===== src/rtl/cpu_loader_pkg.sv =====
// cpu_loader_pkg: command encodings, memory selects and FSM states for cpu_mem_loader
package cpu_loader_pkg;
  localparam logic [1:0] OP_WR_IMEM = 2'd0;
  localparam logic [1:0] OP_WR_DMEM = 2'd1;
  localparam logic [1:0] OP_RD_MEM  = 2'd2;
  localparam logic [1:0] OP_RUN     = 2'd3;
  localparam logic MEMSEL_IMEM = 1'b0;
  localparam logic MEMSEL_DMEM = 1'b1;
  typedef enum logic [2:0] {
    ST_IDLE    = 3'd0,
    ST_WRITE   = 3'd1,
    ST_RD_WAIT = 3'd2,
    ST_RUN     = 3'd3,
    ST_RESP    = 3'd4,
    ST_VERIFY  = 3'd5
  } state_t;
endpackage


===== src/rtl/loader_down_counter.sv =====
// loader_down_counter: loadable down counter that stops at zero
module loader_down_counter #(
  parameter int W = 32
) (
  input  logic         clk,
  input  logic         arst_n,
  input  logic         load,
  input  logic [W-1:0] load_val,
  input  logic         dec,
  output logic [W-1:0] count,
  output logic         zero
);
  assign zero = count == '0;
  always_ff @(posedge clk)
    if (!arst_n) count <= '0;
    else if (load) count <= load_val;
    else if (dec && !zero) count <= count - W'(1);
endmodule


===== src/rtl/cpu_mem_loader.sv =====
// cpu_mem_loader: host command sequencer for the cpu's IMEM/DMEM ext ports and enable
// Optional write readback-verify: define CPU_MEM_LOADER_VERIFY_EN
module cpu_mem_loader
  import cpu_loader_pkg::*;
#(
  parameter int RD_LAT    = 1,
  parameter int RUN_CNT_W = 32
) (
  input  logic        clk,
  input  logic        arst_n,
  input  logic        cmd_valid,
  output logic        cmd_ready,
  input  logic [1:0]  cmd_op,
  input  logic [31:0] cmd_addr,
  input  logic [31:0] cmd_data,
  output logic        rsp_valid,
  input  logic        rsp_ready,
  output logic        rsp_err,
  output logic [31:0] rsp_data,
  output logic        cpu_enable,
  output logic [31:0] addr_ext,
  output logic [31:0] wdata_ext,
  output logic        wen_ext,
  output logic        ren_ext,
  input  logic [31:0] rdata_ext,
  output logic [31:0] addr_ext_2,
  output logic [31:0] wdata_ext_2,
  output logic        wen_ext_2,
  output logic        ren_ext_2,
  input  logic [31:0] rdata_ext_2
);
  state_t               state;
  logic                 sel;
  logic                 accept;
  logic                 cmd_sel;
  logic                 cnt_load;
  logic                 cnt_dec;
  logic                 cnt_zero;
  logic [RUN_CNT_W-1:0] cnt_val;
  logic [RUN_CNT_W-1:0] cnt;
  logic [31:0]          rd_word;
  assign accept  = cmd_valid && cmd_ready;
  assign cmd_sel = cmd_op == OP_WR_DMEM || (cmd_op == OP_RD_MEM && cmd_data[0]);
  assign rd_word = sel == MEMSEL_DMEM ? rdata_ext_2 : rdata_ext;
  always_comb begin
`ifdef CPU_MEM_LOADER_VERIFY_EN
    cnt_load = accept || state == ST_WRITE;
`else
    cnt_load = accept;
`endif
    cnt_val = accept && cmd_op == OP_RUN ? cmd_data[RUN_CNT_W-1:0] - RUN_CNT_W'(1)
                                         : RUN_CNT_W'(RD_LAT);
    cnt_dec = state == ST_RD_WAIT || state == ST_RUN || state == ST_VERIFY;
  end
  loader_down_counter #(.W(RUN_CNT_W)) u_cnt (
    .clk      (clk),
    .arst_n   (arst_n),
    .load     (cnt_load),
    .load_val (cnt_val),
    .dec      (cnt_dec),
    .count    (cnt),
    .zero     (cnt_zero)
  );
  always_ff @(posedge clk) begin
    if (!arst_n) begin
      state       <= ST_IDLE;
      sel         <= MEMSEL_IMEM;
      cmd_ready   <= 1'b0;
      rsp_valid   <= 1'b0;
      rsp_err     <= 1'b0;
      rsp_data    <= '0;
      cpu_enable  <= 1'b0;
      addr_ext    <= '0;
      wdata_ext   <= '0;
      wen_ext     <= 1'b0;
      ren_ext     <= 1'b0;
      addr_ext_2  <= '0;
      wdata_ext_2 <= '0;
      wen_ext_2   <= 1'b0;
      ren_ext_2   <= 1'b0;
    end else begin
      wen_ext   <= 1'b0;
      ren_ext   <= 1'b0;
      wen_ext_2 <= 1'b0;
      ren_ext_2 <= 1'b0;
      case (state)
        ST_IDLE: begin
          cmd_ready <= !accept;
          if (accept) begin
            sel      <= cmd_sel;
            rsp_err  <= 1'b0;
            rsp_data <= cmd_op == OP_RUN ? cmd_data : '0;
            if (cmd_op == OP_RUN) begin
              cpu_enable <= cmd_data != '0;
              rsp_valid  <= cmd_data == '0;
              state      <= cmd_data != '0 ? ST_RUN : ST_RESP;
            end else if (cmd_addr[1:0] != 2'b00) begin
              rsp_err   <= 1'b1;
              rsp_valid <= 1'b1;
              state     <= ST_RESP;
            end else if (!cmd_op[1]) begin
              if (cmd_sel) begin
                addr_ext_2  <= cmd_addr;
                wdata_ext_2 <= cmd_data;
                wen_ext_2   <= 1'b1;
              end else begin
                addr_ext  <= cmd_addr;
                wdata_ext <= cmd_data;
                wen_ext   <= 1'b1;
              end
              state <= ST_WRITE;
            end else begin
              if (cmd_sel) begin
                addr_ext_2 <= cmd_addr;
                ren_ext_2  <= 1'b1;
              end else begin
                addr_ext <= cmd_addr;
                ren_ext  <= 1'b1;
              end
              state <= ST_RD_WAIT;
            end
          end
        end
        ST_WRITE: begin
`ifdef CPU_MEM_LOADER_VERIFY_EN
          ren_ext_2 <= sel == MEMSEL_DMEM;
          ren_ext   <= sel == MEMSEL_IMEM;
          state     <= ST_VERIFY;
`else
          rsp_valid <= 1'b1;
          state     <= ST_RESP;
`endif
        end
        // the ren cycle plus RD_LAT cycles; rdata is valid in the last one
        ST_RD_WAIT: if (cnt_zero) begin
          rsp_data  <= rd_word;
          rsp_valid <= 1'b1;
          state     <= ST_RESP;
        end
`ifdef CPU_MEM_LOADER_VERIFY_EN
        ST_VERIFY: if (cnt_zero) begin
          rsp_err   <= rd_word != (sel == MEMSEL_DMEM ? wdata_ext_2 : wdata_ext);
          rsp_data  <= rd_word != (sel == MEMSEL_DMEM ? wdata_ext_2 : wdata_ext) ? rd_word : '0;
          rsp_valid <= 1'b1;
          state     <= ST_RESP;
        end
`endif
        ST_RUN: if (cnt_zero) begin
          cpu_enable <= 1'b0;
          rsp_valid  <= 1'b1;
          state      <= ST_RESP;
        end
        ST_RESP: if (rsp_ready) begin
          rsp_valid <= 1'b0;
          cmd_ready <= 1'b1;
          state     <= ST_IDLE;
        end
        default: state <= ST_IDLE;
      endcase
    end
  end
endmodule


===== config.mk =====
export PLATFORM = sky130hd
export DESIGN_NAME = cpu_mem_loader
export DESIGN_NICKNAME = d
export VERILOG_FILES = /design/src/rtl/cpu_loader_pkg.sv /design/src/rtl/loader_down_counter.sv /design/src/rtl/cpu_mem_loader.sv
export SDC_FILE = /design/constraint.sdc
export NUM_CORES = 1
export LEC_CHECK = 0
export BUFFER_PORTS_ARGS = -buffer_cell sky130_fd_sc_hd__buf_4
export CORE_UTILIZATION = 55
export CTS_CLUSTER_SIZE = 24
export DETAILED_ROUTE_END_ITERATION = 6
export PLACE_DENSITY = 0.88
export SLEW_MARGIN = 20
export SYNTH_ARGS = -nofsm -noshare
export SYNTH_HDL_FRONTEND = slang
export SYNTH_SLANG_ARGS = --single-unit

===== constraint.sdc =====
create_clock -name clk -period 5.12 [get_ports clk]
set_clock_uncertainty 0.15 [all_clocks]
set_input_delay 0.768 -clock clk [delete_from_list [all_inputs] [get_ports clk]]
set_output_delay 0.768 -clock clk [all_outputs]
set_load 0.02 [all_outputs]

==> metrics.cfg <==
[cells_and_area]
num_antenna_cells = 0
growth_of_design_area_from_synthesis_to_finish_pct = 33.03
layout.cells.most_common = buf_4
final_cells = 1669
utilization_pct = 75.03
post-route-cell-area_mm2 = 0.01244
fraction_of_layout_instances_using_a_drive_strength_above_1_pct = 27.67
layout.cells.most_common_list = buf_4 (318), nand2_1 (288), dfxtp_1 (203)
layout.nets = 1572

[grt]
vias_in_the_first_global_route = 9635
globalRouteTotalUtil_pct = 37.42
initial_antenna_violation_count = 0
global_route_wire_length_before_repair_mm = 52.45
largest_net_degree_at_the_start_of_global_routing = 94
grt_overflow = 0

[place]
dpl-instance-area_mm2 = 0.01164
placed_cells_incl_taps = 1629
io_buffer_count = 301
gp_congestion = 0.9805
dpl.hpwl_mm = 23.32

[die]
coreArea_mm2 = 0.01658
die_x_um = 132.4
initial_core_util_pct = 56.41
die_height_um = 132.4
die_ar_mm2 = 0.01753
row_count = 47
top_level_ports = 302

[routing]
vias_per_cell = 6.103
routed-via-count = 10190
post-route-drc-count = 0
finalWirelength_mm = 33.53
routedWlPerCell_um = 20.09
final_antenna_net_count = 0
detailedRoute.firstPassIterationCount = 6
detail_route.iter0.violations = 1058

[clock_network]
cts-hold-fix-buffers = 0
cts_setup_buffers = 0
cts_max_path_buffers = 3
cts_resized = 0
clock_sink_count = 204
ctsHtreeMaxLevel = 1
clock_tree.root_cell = clkbuf_16
worstSkewPairLatency_ps = 510
cts_tree = built
cts.clk_slew.worst_paths_ps = 60
number_of_buffers_created_by_cts = 23

[synth]
syn_avg_cell_area_um2 = 7.900
post_synth_top_flop = dfxtp_1
postSynthRegisterBits = 204
ys_seq_area_share_pct = 43.66
ys_async_sr_fraction_pct = 0
instance_count_of_the_mapped_netlist = 1184
synth_enable_flop_cells = 0
synth.net_count = 1322
syn-cell-area_mm2 = 0.009354
synthDistinctLibCells = 56
yosysWarningCount = 0

[sta]
worst_hold_slack_ps = 303.5
post-route-min-period_ps = 3688
achievable-frequency_ghz = 0.2712
final.period_utilization_pct = 72.03
timing.max_slew.rel_slack_pct = 27.83
rsz0062_at_grt = false
worst_slew_pin_slew_ps = 1083
finalSetupTns_ps = 0
timing_hold_violations_final = 0
drv_slew = 0
setup_viol = 0

[critical_path]
setup.reg_to_reg.worst_slack_ps = 1430
worstSetupEndpoint = rsp_data[15]
startpoint = u_cnt.count[4]
reg2reg_from = u_cnt.count[4]
r2r-end = rsp_data[15]
crit_arrival_ps = 3960
critical_path_peak_fanout = 64
timing.critical_path.from_type = register
worstPathRequired_ps = 5390
path_class = reg2reg
worst_setup_path_end_kind = register
reg2reg_depth = 7

[pwr]
leakage_nw = 4.827
vdd_ir_drop_max_mv = 0.2576
power.density_mw_per_mm2 = 345.0

[hold_path]
hold_path_class = reg2reg

[status]
outcome = finished, final reports clean

[run]
cap_violations = 0

[final cells by class]
class	count	area, um2
clock buffer	33	683.2
tap	220	275.3
timing repair buffer	318	2387
inverter	9	38.79
clock inverter	7	116.4
sequential	204	4085
fill	1180	4140
multi-input combinational	878	4857
[worst min path at each step]
stage | slack (ps) | depth (start not counted) | end | start
6_report | 300 | 2 | addr_ext[4] | addr_ext[4]
5_1_grt | 320 | 2 | addr_ext[21] | addr_ext[21]
4_1_cts | 310 | 2 | wdata_ext_2[11] | wdata_ext_2[11]
3_5_place_dp | 300 | 2 | wdata_ext_2[11] | wdata_ext_2[11]
3_3_place_gp | 290 | 2 | wdata_ext[6] | wdata_ext[6]
2_1_floorplan | 290 | 2 | u_cnt.count[23] | u_cnt.count[23]
[cells by family (layout without fill, tap and decap cells)]
group / after synthesis / in the layout / synth area share, %
and+or+nand+nor: 516 / 516 / 24.33
AOI/OAI and AO/OA: 291 / 291 / 20.20
DFF: 204 / 204 / 43.66
buffers and inverters: 102 / 367 / 4.561
xor gates and xnor gates: 34 / 34 / 3.184
muxes: 33 / 33 / 3.531
adders and majority gates: 4 / 4 / 0.5351
[sequential cells by signal, indices dropped and copies added, names as in the netlist]
signal       flops
ren_ext_2        1
u_cnt.count     32
cmd_ready        1
rsp_err          1
rsp_data        32
wen_ext          1
rsp_valid        1
wdata_ext       32
wen_ext_2        1
sel              1
addr_ext        32
state            3
addr_ext_2      32
cpu_enable       1
ren_ext          1
wdata_ext_2     32
[metrics by stage]
stage	power [mW]	worst slack, ps
after floorplan	2.260	2200
after global placement	2.554	1522
after detailed placement	2.566	1453
after CTS	4.271	1470
after global routing	4.418	1271
final	4.293	1432
[layer usage]
metal | global-route usage (%) | part of all wire, % | vias to the layer above
met5 | 0 | 0 | -
li1 | - | - | 4623
met3 | 8.774 | 11 | 136
met2 | 59.68 | 47 | 614
met1 | 48.04 | 38 | 4813
met4 | 17.31 | 4.5 | 0
[power breakdown]
group	switching (mW)	internal (mW)	total [mW]
logic	0.519	0.329	0.848
registers	0.0621	1.65	1.72
clock network	0.656	1.07	1.73
[cells in the mapped netlist, types with 12 or more instances]
master | instances | share of area (%)
a211oi_2 | 28 | 3.7
a21oi_1 | 148 | 7.9
a31oi_1 | 37 | 2.5
clkbuf_1 | 78 | 3.1
dfxtp_1 | 204 | 44
mux2i_1 | 33 | 3.5
nand2_1 | 288 | 12
nor2_1 | 99 | 4.0
nor3_1 | 19 | 1.0
nor4_1 | 30 | 2.0
o21ai_0 | 18 | 0.96
o22ai_1 | 13 | 0.87
or3_1 | 16 | 1.1
or4_1 | 12 | 0.96
xnor2_1 | 20 | 1.9
xor2_1 | 14 | 1.3
[critical path, stage by stage, from the launching register on]
cell	delay, ps
dfxtp_1	360
or4_1	620
or4_1	590
or4_1	640
o21ai_4	190
buf_4	610
nor2_1	130
a211oi_2	240
Power figures use the tool's default switching activity.
